`config.mk`:
```
export PLATFORM = sky130hd
export DESIGN_NAME = uart_rx_cfg_flat
export DESIGN_NICKNAME = d
export VERILOG_FILES = /design/src/rtl/uart_rx_cfg_if.sv /design/src/rtl/uart_rx_cfg.sv /design/src/flat_wrapper.sv
export SDC_FILE = /design/constraint.sdc
export NUM_CORES = 1
export LEC_CHECK = 0
export BUFFER_PORTS_ARGS = -buffer_cell sky130_fd_sc_hd__buf_2
export CORE_ASPECT_RATIO = 0.8
export CORE_MARGIN = 4
export CORE_UTILIZATION = 50
export CTS_CLUSTER_SIZE = 14
export DETAILED_ROUTE_END_ITERATION = 6
export PLACE_DENSITY = 0.74
export SYNTH_ARGS = -nofsm -noshare
export SYNTH_HDL_FRONTEND = slang
export SYNTH_SLANG_ARGS = --single-unit
```
`constraint.sdc`:
```
create_clock -name clock -period 1.8 [get_ports clock]
set_input_delay 0.27 -clock clock [delete_from_list [all_inputs] [get_ports clock]]
set_output_delay 0.27 -clock clock [all_outputs]
set_load 0.005 [all_outputs]
```
`src/rtl/uart_rx_cfg_if.sv`:
```
// Serial-line bundle between the host pin, the configurable UART receiver and its consumer.
// The slave modport is the receiver side; the master modport is the line driver and word consumer.
interface uart_rx_cfg_if #(
  parameter int unsigned DATA_BITS = 8
);
  logic                 rx_i;
  logic [DATA_BITS-1:0] data_o;
  logic                 valid_o;
  logic                 parity_err_o;
  logic                 frame_err_o;
  logic                 break_o;
  logic                 busy_o;

  modport slave (
    input  rx_i,
    output data_o, valid_o, parity_err_o, frame_err_o, break_o, busy_o
  );

  modport master (
    output rx_i,
    input  data_o, valid_o, parity_err_o, frame_err_o, break_o, busy_o
  );
endinterface

```
`src/rtl/uart_rx_cfg.sv`:
```
// Configurable UART receiver: 5-9 data bits, none/odd/even parity, 1 or 2 stop bits.
// Each word is delivered with parity, framing and line-break flags.
module uart_rx_cfg #(
  parameter int unsigned CLOCKS_PER_BAUD = 6,
  parameter int unsigned DATA_BITS       = 8,
  parameter int unsigned PARITY          = 0,
  parameter int unsigned STOP_BITS       = 1
) (
  input  logic         clock,
  input  logic         reset_n,
  uart_rx_cfg_if.slave bus
);

  localparam int unsigned CW = $clog2(CLOCKS_PER_BAUD);
  localparam int unsigned IW = $clog2(DATA_BITS);

  localparam logic [CW-1:0] HALF      = CW'(CLOCKS_PER_BAUD / 32'd2 - 32'd1);
  localparam logic [CW-1:0] FULL      = CW'(CLOCKS_PER_BAUD - 32'd1);
  localparam logic [IW-1:0] LAST_BIT  = IW'(DATA_BITS - 32'd1);
  localparam logic          LAST_STOP = (STOP_BITS == 32'd2);
  localparam logic          HAS_PAR   = (PARITY != 32'd0);

  localparam logic [2:0] ST_IDLE     = 3'd0;
  localparam logic [2:0] ST_HALFWAIT = 3'd1;
  localparam logic [2:0] ST_DATA     = 3'd2;
  localparam logic [2:0] ST_PARITY   = 3'd3;
  localparam logic [2:0] ST_STOP     = 3'd4;
  localparam logic [2:0] ST_DONE     = 3'd5;
  localparam logic [2:0] ST_BRKWAIT  = 3'd6;

  // Parity mismatch over data plus received parity bit for the configured mode.
  function automatic logic parity_error(input logic [DATA_BITS-1:0] d, input logic p);
    logic ones_odd;
    ones_odd = ^{d, p};
    case (PARITY)
      32'd1:   return ~ones_odd;
      32'd2:   return ones_odd;
      default: return 1'b0;
    endcase
  endfunction

  logic                 rx_meta_r;
  logic                 rx_sync_r;
  logic [2:0]           state_r;
  logic [CW-1:0]        cnt_r;
  logic [IW-1:0]        bit_idx_r;
  logic                 stop_idx_r;
  logic [DATA_BITS-1:0] shift_r;
  logic                 par_bit_r;
  logic                 frame_err_r;
  logic                 stop0_low_r;
  logic                 cnt_zero_s;
  logic                 brk_s;

  assign cnt_zero_s = (cnt_r == '0);
  assign brk_s      = (shift_r == '0) && (!HAS_PAR || !par_bit_r) && stop0_low_r;

  // Two-flop synchroniser for the asynchronous serial line; idles high.
  always_ff @(posedge clock or negedge reset_n) begin
    if (!reset_n) begin
      rx_meta_r <= 1'b1;
      rx_sync_r <= 1'b1;
    end else begin
      rx_meta_r <= bus.rx_i;
      rx_sync_r <= rx_meta_r;
    end
  end

  // Frame state machine, bit sampling and registered word/flag outputs.
  always_ff @(posedge clock or negedge reset_n) begin
    if (!reset_n) begin
      state_r          <= ST_IDLE;
      cnt_r            <= '0;
      bit_idx_r        <= '0;
      stop_idx_r       <= 1'b0;
      shift_r          <= '0;
      par_bit_r        <= 1'b0;
      frame_err_r      <= 1'b0;
      stop0_low_r      <= 1'b0;
      bus.data_o       <= '0;
      bus.valid_o      <= 1'b0;
      bus.parity_err_o <= 1'b0;
      bus.frame_err_o  <= 1'b0;
      bus.break_o      <= 1'b0;
      bus.busy_o       <= 1'b0;
    end else begin
      bus.valid_o      <= 1'b0;
      bus.parity_err_o <= 1'b0;
      bus.frame_err_o  <= 1'b0;
      bus.break_o      <= 1'b0;
      bus.busy_o       <= (state_r != ST_IDLE);
      case (state_r)
        ST_IDLE: begin
          if (!rx_sync_r) begin
            state_r <= ST_HALFWAIT;
            cnt_r   <= HALF;
          end
        end
        ST_HALFWAIT: begin
          if (!cnt_zero_s) begin
            cnt_r <= cnt_r - CW'(1);
          end else if (rx_sync_r) begin
            state_r <= ST_IDLE;
          end else begin
            state_r   <= ST_DATA;
            cnt_r     <= FULL;
            bit_idx_r <= '0;
          end
        end
        ST_DATA: begin
          if (!cnt_zero_s) begin
            cnt_r <= cnt_r - CW'(1);
          end else begin
            shift_r <= {rx_sync_r, shift_r[DATA_BITS-1:1]};
            cnt_r   <= FULL;
            if (bit_idx_r == LAST_BIT) begin
              state_r     <= HAS_PAR ? ST_PARITY : ST_STOP;
              stop_idx_r  <= 1'b0;
              frame_err_r <= 1'b0;
            end else begin
              bit_idx_r <= bit_idx_r + IW'(1);
            end
          end
        end
        ST_PARITY: begin
          if (!cnt_zero_s) begin
            cnt_r <= cnt_r - CW'(1);
          end else begin
            par_bit_r <= rx_sync_r;
            cnt_r     <= FULL;
            state_r   <= ST_STOP;
          end
        end
        ST_STOP: begin
          if (!cnt_zero_s) begin
            cnt_r <= cnt_r - CW'(1);
          end else begin
            cnt_r <= FULL;
            if (!rx_sync_r) begin
              frame_err_r <= 1'b1;
            end
            if (!stop_idx_r) begin
              stop0_low_r <= !rx_sync_r;
            end
            if (stop_idx_r == LAST_STOP) begin
              state_r <= ST_DONE;
            end else begin
              stop_idx_r <= 1'b1;
            end
          end
        end
        ST_DONE: begin
          bus.data_o       <= shift_r;
          bus.valid_o      <= 1'b1;
          bus.parity_err_o <= parity_error(shift_r, par_bit_r);
          bus.frame_err_o  <= frame_err_r;
          bus.break_o      <= brk_s;
          state_r          <= brk_s ? ST_BRKWAIT : ST_IDLE;
        end
        ST_BRKWAIT: begin
          if (rx_sync_r) begin
            state_r <= ST_IDLE;
          end
        end
        default: begin
          state_r <= ST_IDLE;
        end
      endcase
    end
  end

endmodule

```
`src/flat_wrapper.sv`:
```
// flat-port wrapper written by rule: the top's interface ports become plain ports
module uart_rx_cfg_flat 
#(
  parameter int unsigned CLOCKS_PER_BAUD = 6,
  parameter int unsigned DATA_BITS       = 8,
  parameter int unsigned PARITY          = 0,
  parameter int unsigned STOP_BITS       = 1
)
  (clock, reset_n, bus_rx_i, bus_data_o, bus_valid_o, bus_parity_err_o, bus_frame_err_o, bus_break_o, bus_busy_o);
  uart_rx_cfg_if #(.DATA_BITS(DATA_BITS)) bus_i ();
  input  logic clock;
  input  logic reset_n;
  input wire logic [$bits(bus_i.rx_i)-1:0] bus_rx_i;
  output wire logic [$bits(bus_i.data_o)-1:0] bus_data_o;
  output wire logic [$bits(bus_i.valid_o)-1:0] bus_valid_o;
  output wire logic [$bits(bus_i.parity_err_o)-1:0] bus_parity_err_o;
  output wire logic [$bits(bus_i.frame_err_o)-1:0] bus_frame_err_o;
  output wire logic [$bits(bus_i.break_o)-1:0] bus_break_o;
  output wire logic [$bits(bus_i.busy_o)-1:0] bus_busy_o;
  assign bus_i.rx_i = bus_rx_i;
  assign bus_data_o = bus_i.data_o;
  assign bus_valid_o = bus_i.valid_o;
  assign bus_parity_err_o = bus_i.parity_err_o;
  assign bus_frame_err_o = bus_i.frame_err_o;
  assign bus_break_o = bus_i.break_o;
  assign bus_busy_o = bus_i.busy_o;
  uart_rx_cfg #(.CLOCKS_PER_BAUD(CLOCKS_PER_BAUD), .DATA_BITS(DATA_BITS), .PARITY(PARITY), .STOP_BITS(STOP_BITS)) u_core (.clock(clock), .reset_n(reset_n), .bus(bus_i));
endmodule
```
==> flow_summary.ini <==
[cts]
postCtsSetupRepairBufs = 0
cts_tree = yes
cts_hold_buf = 0
clk_path_buf_depth = 2
h-tree-depth = 2
clock-sinks = 33
clkTransAtPathRegs_ns = 0.07
numCtsBuffers = 5
cts_resized = 0
root_buffer = clkbuf_8
clk_latency_ns = 0.29

[synth]
synth_mux_area_share_pct = 11.7
avgSynthCellArea_um2 = 11.0
yosys-top-cells-area = dfrtp_1 50%, mux2_2 12%, dfstp_2 3.4%
synth_top_area_cell = dfrtp_1
synth_cell_types = 38
synth_edf_count = 0
yosys.area_share.simple_pct = 19.2
synth-compound-area-share_pct = 9.26
synth_top_family_by_area = simple AND/OR/NAND/NOR gates
synthArstFlopShare_pct = 100
ys.flop_type = dfrtp_1
synthesis.nets = 145
synthXorXnorAreaFrac_pct = 0
synth.cell_area_um2 = 1540
syn_inst = 140
synthAdderAreaFrac_pct = 1.62
yosysTopAreaCellShare_pct = 50.4
yosysWarnings = 0
ys_ff_latch = 33
yosysSeqAreaShare_pct = 53.8

[sta]
report.final.slew_viol_count = 0
setup_viol = 0
fmax_ghz = 0.620
fin_crit_sh_pct = 89.7
maxSlewHeadroom_pct = 52.6
fin_setup_tns_ns = 0
skew_ns = 0.00763
rsz0062_at_grt = false
final_hold_viol_count = 0
period_needed_ns = 1.61
tightest_slew_ns = 0.711

[final_layout]
multi_input_comb_area_um2 = 647
areaGrowthSynthToFinish_pct = 12.9
drive_gt1_share_pct = 29.8
fillerInstances = 234
seq_area_um2 = 828
fin_nets = 165
antenna_cells = 0
fin_area_um2 = 1740

[power_and_ir_drop]
p_per_area_nw_per_um2 = 1470
p_leak_nw = 0.882
ir_drop_mv = 0.940

[routing]
drt-initial-drc-count = 41
ant_nets = 0
drc_errors = 0
routed_via_density = 5.49
first_pass_iters = 4
wire_per_inst_um = 14.1
vias = 1093
drt_wl_total_um = 2820

[min_path]
hp-class = in -> async

[setup_path]
crit_type = reg -> reg
end_kind = register
worstPathArrival_ns = 1.78
ff2ff_path_depth = 3
critPathRequiredTime_ns = 1.97
start_kind = register
critPathMaxFanout = 14

[global_route]
grt_pass1_wl_um = 4950
grt_overflow = 0
grt_pass1_vias = 1065
grt_max_degree = 34
grt_antenna_before_repair = 0
grtUsageTotal_pct = 15.8

[placed_design]
gp_congestion = 0.896
dp_hpwl_um = 2000
io_buffer_count = 14
place_area_um2 = 1650

[floorplanning]
io_pins = 16
core_um2 = 2850
initial_core_util_pct = 54.0
die_y_um = 57.6
num_rows = 17
die_x_um = 70.1
die-area_um2 = 4040

[flow_run]
maxCapViolCount = 0

[run_status]
status = completed
[metal layers]
| metal | vias to the layer above | wire length, um | GRT usage (%) | part of all wire (%) |
|---|---|---|---|---|
| met1 | 525 | 1290 | 19.7 | 46 |
| li1 | 534 | - | - | - |
| met4 | 0 | 65 | 9.02 | 2.3 |
| met5 | - | 0 | 0 | 0 |
| met2 | 27 | 1300 | 25.0 | 46 |
| met3 | 7 | 165 | 4.51 | 5.9 |
[logic make-up after synthesis]
logic type | count (synthesis)
compound gates | 23
fa+ha+maj | 2
buf+inv | 10
flops | 33
mux | 16
other cells | 1
simple gates | 55
[cells in the final DEF, fill, tap and decap left out, types with 2 or more instances in the layout]
master,instances
a21o_1,2
a21oi_1,3
a31oi_1,2
and3_1,2
buf_2,14
buf_4,6
clkbuf_1,2
clkbuf_8,6
dfrtp_1,31
dfstp_2,2
ha_1,2
inv_1,3
mux2_2,16
nand2_1,12
nand2b_1,2
nand3_1,4
nand3b_1,3
nor2_1,13
nor2b_1,3
nor3_1,2
nor3b_1,4
o21ai_0,9
or3_1,2
[critical path: stages, from the launching register on]
cell     delay, ns
dfrtp_1       0.56
nor3b_1       0.38
nand2_2       0.23
mux2_2        0.32
[Yosys cell counts (3+ instances only)]
cell type / instances
buf_4: 5
nor2_1: 13
nand2_1: 12
o21ai_0: 9
nor2b_1: 3
a21oi_1: 3
inv_1: 3
mux2_2: 16
nand3b_1: 3
dfrtp_1: 31
nand3_1: 4
nor3b_1: 4
[state kept, by name, summed over array words and instances (netlist names), 3 cells and up]
name / count
u_core.shift_r: 8
u_core.cnt_r: 3
u_core.bus.data_o: 8
u_core.state_r: 3
u_core.bit_idx_r: 3
[cell type report]
cell class              count  share of cell area [%]
repair buffers             20                    6.62
inverters                   3                   0.647
multi-input cells          97                    37.2
clock buffers               8                    5.18
well taps                  38                    2.73
flip-flops and latches     33                    47.6
[through the flow]
stage | setup WS (ns) | hold slack (ns) | std cells | utilization [%] | power [W]
final | 0.186 | 0.0335 | 199 | 61.0 | 0.00256
after global routing | 0.0849 | 0.0746 | 199 | 61.0 | 0.00275
after CTS | 0.195 | 0.0624 | 199 | 61.0 | 0.00258
after detailed placement | 0.211 | 0.355 | 191 | 57.9 | 0.00201
after global placement | 0.263 | 0.347 | 191 | 57.9 | 0.00197
after floorplan | 0.360 | -0.0256 | 140 | - | 0.00176
[path summary, 6_finish.rpt]
| path | endpoint | slack (ns) | startpoint |
|---|---|---|---|
| worst min register to register | u_core.rx_sync_r | 0.36 | u_core.rx_meta_r |
| worst max-delay path | u_core.shift_r[6] | 0.19 | u_core.state_r[1] |
| worst min-delay path | u_core.bus.data_o[2] | 0.03 | reset_n |
| max in group asynchronous | u_core.bit_idx_r[0] | 1.31 | reset_n |
| min in group clock | u_core.rx_meta_r | 0.08 | bus_rx_i |
| worst max register to register | u_core.shift_r[6] | 0.19 | u_core.state_r[1] |
[where the power goes]
part | total [W] | switching (W) | internal [W]
Combinational | 0.000845 | 0.000411 | 0.000434
Sequential | 0.00115 | 0.000230 | 0.000924
Clock | 0.000563 | 0.000252 | 0.000311
Total | 0.00256 | 0.000893 | 0.00167
Power figures use the tool's default switching activity.
